==> src/rtl/vga_fb_pkg.sv <==
// Geometry constants and RAM-command state shared by the VGA frame-buffer arbiter.
package vga_fb_pkg;

   localparam int SCREEN_X = 640;
   localparam int SCREEN_Y = 480;
   localparam int SCALE    = 4;
   localparam int LOG      = $clog2(SCALE);
   localparam int FB_W     = SCREEN_X / SCALE;
   localparam int FB_H     = SCREEN_Y / SCALE;
   localparam int FB_DEPTH = FB_W * FB_H;
   localparam int ADDR_W   = 15;
   localparam int RGB_W    = 12;
   localparam int POS_W    = 10;

   // Command currently presented on the registered RAM port
   typedef enum logic [1:0] {
      IDLE = 2'd0,
      DRD  = 2'd1,
      WR   = 2'd2
   } fbState_t;

endpackage

==> src/rtl/vga_fb_addr_gen.sv <==
// Row-major frame-buffer address: row*COLS + col, COLS being a constant.
module vga_fb_addr_gen
   import vga_fb_pkg::*;
#(
   parameter int COLS  = FB_W,
   parameter int ROW_W = 8,
   parameter int COL_W = 8,
   parameter int AW    = ADDR_W
) (
   input  logic [ROW_W-1:0] row,
   input  logic [COL_W-1:0] col,
   output logic [AW-1:0]    addr
);

   localparam logic [AW-1:0] COLS_C = AW'(COLS);

   logic [AW-1:0] rowExt;
   logic [AW-1:0] colExt;

   assign rowExt = AW'(row);
   assign colExt = AW'(col);
   assign addr   = rowExt * COLS_C + colExt;

endmodule

==> src/rtl/vga_fb_arbiter.sv <==
// Single-port frame-buffer arbiter: upscaled VGA fetch has absolute priority,
// one valid/ready pixel writer fills the remaining RAM cycles.
module vga_fb_arbiter
   import vga_fb_pkg::*;
(
   input  logic              clk,
   input  logic              rst,
   input  logic [POS_W-1:0]  posX,
   input  logic [POS_W-1:0]  posY,
   output logic [RGB_W-1:0]  pixel_out,
   input  logic              wr_valid,
   input  logic [ADDR_W-1:0] wr_addr,
   input  logic [RGB_W-1:0]  wr_data,
   output logic              wr_ready,
   output logic              wr_err,
   output logic [ADDR_W-1:0] ram_addr,
   output logic              ram_we,
   output logic [RGB_W-1:0]  ram_wdata,
   input  logic [RGB_W-1:0]  ram_rdata,
   output logic              vblank,
   output logic              frame_start
);

   localparam int COL_W = POS_W - LOG;
   localparam int ROW_W = POS_W - LOG;

   logic [COL_W-1:0]  col_p0;
   logic [COL_W:0]    colNext_p0;
   logic [LOG-1:0]    sub_p0;
   logic [ROW_W-1:0]  row_p0;
   logic [POS_W:0]    nextY_p0;
   logic [ROW_W-1:0]  preRow_p0;
   logic              colFetch_p0;
   logic              preload_p0;
   logic              dispSlot_p0;
   logic              xfer_p0;
   logic              inRange_p0;
   logic [ROW_W-1:0]  genRow_p0;
   logic [COL_W-1:0]  genCol_p0;
   logic [ADDR_W-1:0] target_p0;
   fbState_t          state;
   logic              vld_p2;

   // ---- stage p0: slot decode from the display position ----
   assign col_p0     = posX[POS_W-1:LOG];
   assign sub_p0     = posX[LOG-1:0];
   assign row_p0     = posY[POS_W-1:LOG];
   assign colNext_p0 = {1'b0, col_p0} + (COL_W+1)'(1);
   assign nextY_p0   = {1'b0, posY} + (POS_W+1)'(1);

   // Fetch the next buffer column three cycles before it is displayed; the
   // last column has no successor on the line, so it is never fetched here.
   assign colFetch_p0 = (sub_p0 == LOG'(SCALE - 3)) &&
                        (colNext_p0 < (COL_W+1)'(FB_W)) &&
                        (posY < POS_W'(SCREEN_Y));

   // Column 0 of the following line is fetched during horizontal blanking;
   // the last visible line wraps to buffer row 0 for the next frame.
   assign preload_p0 = (posX == POS_W'(SCREEN_X));
   assign preRow_p0  = (nextY_p0 >= (POS_W+1)'(SCREEN_Y)) ? '0 : nextY_p0[POS_W-1:LOG];

   assign genRow_p0 = preload_p0 ? preRow_p0 : row_p0;
   assign genCol_p0 = preload_p0 ? '0 : colNext_p0[COL_W-1:0];

   vga_fb_addr_gen #(
      .COLS  (FB_W),
      .ROW_W (ROW_W),
      .COL_W (COL_W),
      .AW    (ADDR_W)
   ) addrGen (
      .row  (genRow_p0),
      .col  (genCol_p0),
      .addr (target_p0)
   );

   assign dispSlot_p0 = colFetch_p0 | preload_p0;
   assign wr_ready    = !dispSlot_p0;
   assign xfer_p0     = wr_valid & !dispSlot_p0;
   assign inRange_p0  = (wr_addr < ADDR_W'(FB_DEPTH));

   // ---- stage p1: registered RAM command (display read beats writer) ----
   always_ff @(posedge clk) begin
      if (rst) begin
         state     <= IDLE;
         ram_addr  <= '0;
         ram_we    <= 1'b0;
         ram_wdata <= '0;
         wr_err    <= 1'b0;
      end else begin
         ram_we <= 1'b0;
         wr_err <= 1'b0;
         if (dispSlot_p0) begin
            state    <= DRD;
            ram_addr <= target_p0;
         end else if (xfer_p0) begin
            state <= WR;
            if (inRange_p0) begin
               ram_addr  <= wr_addr;
               ram_wdata <= wr_data;
               ram_we    <= 1'b1;
            end else begin
               wr_err <= 1'b1;
            end
         end else begin
            state <= IDLE;
         end
      end
   end

   // ---- stage p2: RAM data returns; capture it into the held output pixel ----
   always_ff @(posedge clk) begin
      if (rst) begin
         vld_p2    <= 1'b0;
         pixel_out <= '0;
      end else begin
         vld_p2 <= (state == DRD);
         if (vld_p2) begin
            pixel_out <= ram_rdata;
         end
      end
   end

   // Registered frame status derived from the incoming display position
   always_ff @(posedge clk) begin
      if (rst) begin
         vblank      <= 1'b0;
         frame_start <= 1'b0;
      end else begin
         vblank      <= (posY >= POS_W'(SCREEN_Y));
         frame_start <= (posX == '0) && (posY == '0);
      end
   end

endmodule

==> config.mk <==
export PLATFORM = sky130hd
export DESIGN_NAME = vga_fb_arbiter
export DESIGN_NICKNAME = d
export VERILOG_FILES = /design/src/rtl/vga_fb_pkg.sv /design/src/rtl/vga_fb_addr_gen.sv /design/src/rtl/vga_fb_arbiter.sv
export SDC_FILE = /design/constraint.sdc
export NUM_CORES = 1
export LEC_CHECK = 0
export ABC_AREA = 1
export CORE_MARGIN = 2
export CORE_UTILIZATION = 35
export DETAILED_ROUTE_END_ITERATION = 8
export PLACE_DENSITY = 0.73
export SYNTH_ARGS = -nofsm -noshare
export SYNTH_HDL_FRONTEND = slang
export SYNTH_SLANG_ARGS = --single-unit
export TNS_END_PERCENT = 30
==> constraint.sdc <==
create_clock -name clk -period 5 [get_ports clk]
set_input_delay 1 -clock clk [delete_from_list [all_inputs] [get_ports clk]]
set_output_delay 1 -clock clk [all_outputs]
set_load 0.1 [all_outputs]
# Word-level counts from Yosys, hierarchy flattened

Index checks and enable logic that the tools add are counted.

Bits in registers: 46
Input bits: 62
Output and inout port bits: 44
Word-level logic and storage cells: 48

Mux-type cells: 10
Bitwise operators: 4
Multipliers: 1
Reduce and logical (&&, ||, !) cells: 12
Eq/ne operators: 3
$add $sub $neg: 3
Order comparisons: 5

Operators by type and width:

| operator              | count |
|---|---|
| $mux 15               | 3 |
| $mux 8                | 3 |
| $logic_not 10->1      | 2 |
| $add 15x8->15         | 1 |
| $lt 15x15->1 const B  | 1 |
| $add 10x1->11 const B | 1 |
| $ge 11x9->1 const B   | 1 |
| $eq 10x10->1 const B  | 1 |
| $ge 10x9->1 const B   | 1 |
| $lt 10x9->1 const B   | 1 |
| $mul 8x3->10 const B  | 1 |
| $add 8x1->9 const B   | 1 |
| $lt 9x8->1 const B    | 1 |
| $eq 2x1->1 const B    | 2 |
| $reduce_bool 2->1     | 2 |
| $logic_and 1x1->1     | 3 |
| $mux 1                | 3 |
| $reduce_and 3->1      | 1 |
| $reduce_or 3->1       | 1 |
| $mux 2                | 1 |
| $not 1->1             | 2 |
| $reduce_and 2->1      | 1 |
| $reduce_or 2->1       | 1 |
| $and 1x1->1           | 1 |
| 2 further kinds       | 2 |

# Logic depth before layout (Yosys ltp)

Gate-level depths: netlist of the first run.

Word-level depth: 9
Depth in mapped cells: 23
Gate-level depth less buffers: 23

# Cells and area by module

From an unflattened synthesis of the first run, not the netlist that was laid out.

Cell total of the unflattened synthesis: 483
Area, all modules: 3138.0 um^2

By module, submodules not included:

| module          | cells an instance | area an instance (um^2) | sequential area each (um^2) | times used |
|---|---|---|---|---|
| vga_fb_arbiter  | 385               | 2482.4                  | 920.9                       | 1 |
| vga_fb_addr_gen | 98                | 655.6                   | 0.0                         | 1 |

# Worst setup path after synthesis of the first run

Ideal clock, no wire load.

Path kind: input to register
Start: input port posX[2]
End: register ram_addr[14]
Arrival time: 4.022 ns
Buffers on the path: 0
Cell stages on the path: 21
Path slack: 0.865 ns
Required time: 4.887 ns
Library setup time: 0.113 ns
Cell sequence: inv_1 > ha_1 > nand2_1 > nor2_1 > nand4_1 > nor3_1 > inv_1 > nand2_1 > nor3b_1 > ha_1 > ha_1 > inv_1 > fa_1 > nor2_1 > nand3_1 > nor2_1 > nand2_1 > nor2_1 > nand2_1 > nand3_1 > nand2_1

Longest elaborated chain between the ends: 9
Elaborated cells on any way between the ends: 16
Those cells by class: add/sub (2); mul (1); order compare (1); eq/ne (1); mux (3); bitwise (2); reduce/logical (6)

RTL lines:

| element                                               | line                 | text |
|---|---|---|
| from (decl)                                           | vga_fb_arbiter.sv:8  | `input logic [POS_W-1:0] posX,` |
| branches (longest 9 deep; another with $add 15x8->15) | --                   |  |
| to (signal assigned)                                  | vga_fb_arbiter.sv:94 | `ram_addr <= target_p0;` |
| to (signal assigned)                                  | vga_fb_arbiter.sv:98 | `ram_addr <= wr_addr;` |
| to (decl)                                             | vga_fb_arbiter.sv:16 | `output logic [ADDR_W-1:0] ram_addr,` |

Several ways; the timed one is not identified.
A chain may end at the register's enable or synchronous reset.

# Final worst setup path of the first run

Same ends and word-level chain as after synthesis.

==> key figures, run 1 <==
GRT
  – GRT Total Usage: 16.7%
  – Largest net degree at the start of global routing: 40
  – Overflow after GRT: 0
  – Initial antenna violation count: 0
  – First-pass GRT wire length: 12.0 mm
  – Number of global-route vias before repair: 2784

Routing
  – Wire per inst: 11.5 µm
  – Detailed Routing Iterations Pass 1: 4
  – Drc violations: 0
  – Post-Route WL: 7.38 mm
  – DR iter-0 viols: 104
  – Vias: 2980
  – Antenna-violating nets left: 0
  – Via density per instance: 4.66

Placed design
  – Detail Placement HPWL: 5.97 mm
  – I/O Buffers: 105
  – Post-placement cell area: 4010 µm²
  – GPL Wtd Cong: 0.898

Clock tree
  – CTS tree: yes
  – Hold Buf Count CTS: 0
  – CTS resizes: 0
  – Number of clock sinks: 46
  – Clk slew on worst S/H paths: 90 ps
  – CTS Buf Count: 5
  – Clk_lat worst skew: 290 ps
  – Post-CTS Setup Repair Bufs: 0
  – CTS H-Tree Depth: 2
  – CTS root buf: clkbuf_8
  – Maximum buffer depth of the clock tree: 2

Yosys
  – Synth Register Bits: 46
  – Net Count, Synth: 511
  – Sequential area share after synthesis: 32.0%
  – Synthesized area: 2880 µm²
  – Synth Area per Inst: 6.70 µm²
  – Synth unique cells: 30
  – Synth warn: 0
  – Cells after synthesis: 430

Pwr
  – Power Density: 253 nW/µm²
  – Leakage Power: 1.88 nW
  – Sw Ratio: 40.0%
  – Max VDD drop: 0.118 mV
  – Comb power frac: 39.2%
  – Final Power: 1.04 mW
  – Internal power: 0.621 mW
  – Reg power frac: 38.4%
  – Psw: 0.414 mW
  – Part of the power in the clock network: 22.4%

Worst hold path
  – Hold Startpoint: state[1]
  – Hold Crit Class: reg2reg
  – Hold Path Depth: 1
  – Hold Path Sink: vld_p2

Timing
  – Final Max Tran Viols: 0
  – Max Freq: 0.221 GHz
  – Tmin final: 4530 ps
  – # setup viols final: 0
  – Slew @ Worst Pin: 1020 ps
  – Sum of negative setup slack: 0 ps
  – Slew margin rel.: 31.7%
  – Clock Skew: 2.83 ps
  – Period utilization: 90.6%
  – Hold Fails Final Rpt: 0
  – RSZ-0062 raised after global routing: no

Critical path
  – Reg2reg setup slack: 3860 ps
  – RR Endpoint: pixel_out[2]
  – Critical path endpoint category: flop
  – Worst Reg-to-Reg Cells: 3
  – Startpoint Class: primary input
  – Max Fanout on Critical Path: 4
  – CP Class: in2reg
  – FF-to-FF Start: vld_p2
  – Data required, critical path: 5200 ps
  – Crit path DAT: 4730 ps

Flow run
  – Total of max-cap violations: 0

Cells and area
  – Post-Layout Inst Area: 4100 µm²
  – Antenna Cells: 0
  – Fin util: 50.6%
  – Fillers: 808
  – Nets@finish: 614
  – Area delta synth->final: 42.2%
  – Sequential cell area: 921 µm²
  – Multi-input logic area: 1700 µm²
  – Layout cells sized above 1: 5.06%

Outcome
  – Outcome: completed

Floorplan
  – Full die area: 8970 µm²
  – Core ar.: 8090 µm²
  – Chip Height: 94.7 µm
  – Effective utilization at floorplan: 35.6%
  – Rows: 33
  – I/O pin total: 106
  – Die width: 94.7 µm
## metrics by stage
stage	hold WS (ps)	cells	setup WS (ps)
after global placement	381	631	351
after global routing	397	639	14.6
after detailed placement	371	631	179
after CTS	387	639	493
final	384	639	471
after floorplan	367	430	865
## area by class of cell
type                    count  share of cell area, %
inverters                  51                   4.73
flip-flops and latches     46                   22.5
clock inverters             3                  0.580
multi-input cells         322                   41.4
well taps                 105                   3.21
repair buffers            107                   26.0
clock buffers               5                   1.68
## registers in the layout, indices dropped and copies added (netlist names)
register,flops
ram_we,1
ram_addr,15
pixel_out,12
wr_err,1
ram_wdata,12
state,2
vld_p2,1
frame_start,1
vblank,1
## cells in the mapped netlist
| cell | n | area share [%] |
|---|---|---|
| nand2_4 | 2 | 0.78 |
| dfxtp_1 | 46 | 32 |
| o21bai_1 | 1 | 0.26 |
| nand2_2 | 4 | 0.87 |
| nand2_1 | 73 | 9.5 |
| nor2_1 | 91 | 12 |
| nand3_1 | 42 | 7.3 |
| nor4_1 | 1 | 0.22 |
| a211oi_1 | 1 | 0.26 |
| o211ai_1 | 1 | 0.26 |
| nand2_8 | 1 | 0.69 |
| a21o_1 | 1 | 0.26 |
| xnor2_1 | 2 | 0.61 |
| nor3_1 | 5 | 0.87 |
| nand4_1 | 10 | 2.2 |
| a21oi_1 | 11 | 1.9 |
| clkbuf_1 | 7 | 0.91 |
| fa_1 | 2 | 1.4 |
| ha_1 | 17 | 7.4 |
| inv_1 | 50 | 6.5 |
| o21ai_0 | 24 | 4.2 |
| o21ai_1 | 14 | 2.4 |
| nor2_2 | 2 | 0.43 |
| inv_4 | 1 | 0.22 |
| nand3b_1 | 2 | 0.52 |
| xor2_1 | 8 | 2.4 |
| nor3b_1 | 1 | 0.26 |
| nor2_4 | 4 | 1.6 |
| buf_6 | 4 | 1.6 |
| or2_2 | 2 | 0.43 |
## cells in the final DEF, fill, tap and decap left out, drive strengths merged
cell	instances
nand3b	2
inv	52
clkinvlp	2
or2	2
o21ai	38
buf	3
nor4	1
nand2	80
nand4	10
dfxtp	46
clkdlybuf4s50	104
o211ai	1
ha	17
clkbuf	5
a21oi	11
nor3	5
nor3b	1
a21o	1
xnor2	2
a211oi	1
nand3	42
fa	2
o21bai	1
xor2	8
nor2	97
## cell families (layout without fill, tap and decap cells)
kind of cell,Yosys count,count (layout),share of synthesized area (%)
and+or+nand+nor,240,240,37.5
buffers and inverters,62,166,9.21
AOI/OAI and AO/OA,53,53,9.55
DFF,46,46,32.0
adders and majority gates,19,19,8.77
xor gates and xnor gates,10,10,3.04
## worst max path at each step
stage	startpoint	to	slack, ps
floorplan	posX[2]	ram_addr[14]	860
global placement	posX[2]	ram_addr[14]	350
detailed placement	posX[2]	ram_addr[14]	180
CTS	posX[2]	ram_addr[14]	490
global route	posX[2]	ram_addr[14]	10
finish	posX[2]	ram_addr[14]	470
## worst max-delay path: stages
cell and delay (ps):
clkdlybuf4s50_1 450, inv_1 110, ha_1 160, nand2_1 60
nor2_1 200, nand4_1 210, nor3_1 260, inv_1 90
nand2_1 60, nor3b_1 290, ha_1 300, ha_1 230
inv_1 80, fa_1 460, nor2_1 170, nand3_1 110
nor2_1 130, nand2_1 90, nor2_1 110, nand2_1 60
nand3_1 80, nand2_1 50
## power groups by stage
stage / clock (mW) / combinational [mW] / sequential (mW)
after CTS: 0.242 / 0.407 / 0.398
after floorplan: 0 / 0.141 / 0.550
after detailed placement: 0 / 0.406 / 0.407
final: 0.232 / 0.406 / 0.398
after global routing: 0.260 / 0.439 / 0.400
after global placement: 0 / 0.402 / 0.406
## routing by layer
layer	part of all wire [%]	GRT usage, %
met1	43	19.4
met2	49	30.9
met3	6.8	3.19
met4	1.5	4.59
met5	0	0
Power figures use the tool's default switching activity.
==> inputs of run 2 (changes only) <==
==> constraint.sdc (replaced) <==
create_clock -name clk -period 4.2 [get_ports clk]
set_input_delay 0.84 -clock clk [delete_from_list [all_inputs] [get_ports clk]]
set_output_delay 0.84 -clock clk [all_outputs]
set_load 0.1 [all_outputs]
==> key figures, run 2 (same netlist as run 1, synthesis figures left out) <==
Cells and area
  – Nets@finish: 635 (was 614)
  – Multi-input logic area: 1800 µm² (was 1700 µm²)
  – Antenna Cells: 0 (unchanged)
  – Fillers: 788 (was 808)
  – Most common cell after layout, fill and taps aside: clkdlybuf4s50_1 (unchanged)
  – Layout cells sized above 1: 12.8% (was 5.06%)
  – Final std cells w/o fill: 660 (was 639)
  – Max FFs per register: 15 (unchanged)
  – Fin util: 54.1% (was 50.6%)
  – Sequential cell area: 921 µm² (unchanged)
  – Most frequent cells in the layout: clkdlybuf4s50_1 (102), nor2_1 (86), nand2_1 (71) (was clkdlybuf4s50_1 (104), nor2_1 (91), nand2_1 (73))
  – Leading registers by flop count: ram_addr: 15 flops, pixel_out: 12 flops, ram_wdata: 12 flops (unchanged)
  – Top reg by flops: ram_addr (unchanged)
  – Area delta synth->final: 51.8% (was 42.2%)

Timing
  – Period utilization: 93.0%
  – Final Max Tran Viols: 0 (unchanged)
  – # setup viols final: 0 (unchanged)
  – Clock Skew: 9.91 ps (was 2.83 ps)
  – RSZ-0062 raised after global routing: no (unchanged)
  – Max Freq: 0.256 GHz
  – Slew margin rel.: 32.5% (was 31.7%)
  – Hold Fails Final Rpt: 0 (unchanged)
  – Slew @ Worst Pin: 1010 ps (was 1020 ps)
  – Tmin final: 3910 ps

Critical path
  – Reg2reg setup slack: 3040 ps (was 3860 ps)
  – Max Fanout on Critical Path: 6 (was 4)
  – Startpoint Class: primary input (unchanged)
  – FF-to-FF Start: vld_p2 (unchanged)
  – CP Class: in2reg (unchanged)
  – Critical path endpoint category: flop (unchanged)
  – Worst Reg-to-Reg Cells: 3 (unchanged)
  – RR Endpoint: pixel_out[0] (was pixel_out[2])
  – Crit path DAT: 4100 ps (was 4730 ps)
  – Data required, critical path: 4390 ps (was 5200 ps)

Flow run
  – Total of max-cap violations: 0 (unchanged)

Floorplan
  – Rows: 33 (unchanged)
  – Die width: 94.7 µm (unchanged)
  – I/O pin total: 106 (unchanged)
  – Effective utilization at floorplan: 35.6% (unchanged)
  – Chip Height: 94.7 µm (unchanged)
  – Core ar.: 8090 µm² (unchanged)
  – Full die area: 8970 µm² (unchanged)

Clock tree
  – Number of clock sinks: 46 (unchanged)
  – CTS root buf: clkbuf_8 (unchanged)
  – Maximum buffer depth of the clock tree: 2 (unchanged)
  – Clk_lat worst skew: 300 ps (was 290 ps)
  – Clk slew on worst S/H paths: 100 ps (was 90 ps)
  – CTS Buf Count: 5 (unchanged)
  – CTS H-Tree Depth: 2 (unchanged)
  – CTS tree: yes (unchanged)

GRT
  – Met3 Usage GRT: 2.71% (was 3.19%)
  – Met1 Resource Use GR: 19.6% (was 19.4%)
  – Gr busiest metal: met2 (unchanged)
  – Grt met2 use: 33.2% (was 30.9%)
  – GRT Total Usage: 17.3% (was 16.7%)
  – Initial antenna violation count: 0 (unchanged)
  – Largest net degree at the start of global routing: 28 (was 40)
  – First-pass GRT wire length: 12.6 mm (was 12.0 mm)
  – Number of global-route vias before repair: 2939 (was 2784)
  – Overflow after GRT: 0 (unchanged)

Worst hold path
  – Hold Crit Class: reg2reg (unchanged)
  – Hold Startpoint: state[1] (unchanged)
  – Hold Path Sink: vld_p2 (unchanged)
  – Hold Path Depth: 1 (unchanged)

Pwr
  – Max VDD drop: 0.139 mV (was 0.118 mV)
  – Leakage Power: 2.01 nW (was 1.88 nW)
  – Final Power: 1.28 mW (was 1.04 mW)
  – Power Density: 294 nW/µm² (was 253 nW/µm²)

Placed design
  – Placed cells: 651 (was 631)
  – I/O Buffers: 105 (unchanged)
  – Detail Placement HPWL: 6.38 mm (was 5.97 mm)
  – GPL Wtd Cong: 0.914 (was 0.898)

Routing
  – DR iter-0 viols: 113 (was 104)
  – Post-Route WL: 7.99 mm (was 7.38 mm)
  – Detailed Routing Iterations Pass 1: 4 (unchanged)
  – Antenna-violating nets left: 0 (unchanged)
  – Vias: 3150 (was 2980)
  – Via density per instance: 4.77 (was 4.66)
  – Drc violations: 0 (unchanged)
  – Wire per inst: 12.1 µm (was 11.5 µm)

Outcome
  – Outcome: completed (unchanged)
## run 2: where the power goes
part / switching (mW) / leakage (nW) / total [mW] / internal (mW)
Sequential: 0.0130 / 0.377 / 0.474 / 0.461
Clock: 0.163 / 0.0408 / 0.282 / 0.119
Combinational: 0.347 / 1.59 / 0.529 / 0.182
## run 2: cell type report
cell class	instances	area share, %
Multi-Input combinational cell	322	41.1
Timing Repair Buffer	128	28.3
Sequential cell	46	21.0
Inverter	51	4.43
Tap cell	105	3.00
Clock buffer	5	1.57
Clock inverter	3	0.543
## run 2: worst max-delay path by stage
stage                       start      endpoint  depth (start not counted)
after detailed placement  posX[2]  ram_addr[14]                         22
after global routing      posY[1]  ram_addr[12]                         18
after floorplan           posX[2]  ram_addr[14]                         21
after CTS                 posX[2]  ram_addr[12]                         21
final                     posY[1]  ram_addr[12]                         18
after global placement    posX[2]  ram_addr[14]                         22
## run 2: what timing repair did
action,in CTS,in global routing
pin swaps,0,12
hold buffers,0,0
endpoints found under the setup margin,1,5
buffers inserted,0,1
gates resized for setup,1,29
## run 2: worst max-delay path: stages
cell and delay (ps):
clkdlybuf4s50_1 470, nand2_1 90, inv_1 80, nand4_1 90, or2_2 320, nor2_1 130
nand2_1 80, o21ai_0 150, o21ai_0 120, inv_1 110, ha_1 240, ha_1 370
a21oi_1 280, nand2_2 100, xor2_2 170, or2_2 310, nand3_1 90, nand3_1 70
## run 2: routing by layer
| metal | vias up | wire (µm) |
|---|---|---|
| met5 | - | 0 |
| met4 | 0 | 127 |
| met3 | 13 | 451 |
| met2 | 93 | 4060 |
| met1 | 1412 | 3340 |
| li1 | 1632 | - |
## run 2: through the flow
stage | setup TNS, ps | cell area [µm²] | hold WS, ps | worst slack [ps]
6_report | 0 | 4380 | 378 | 294
2_1_floorplan | 0 | 2880 | 367 | 225
3_3_place_gp | -58.5 | 4170 | 381 | -39.7
3_5_place_dp | -1200 | 4170 | 377 | -314
5_1_grt | 0 | 4380 | 384 | 128
4_1_cts | 0 | 4270 | 382 | 1.90
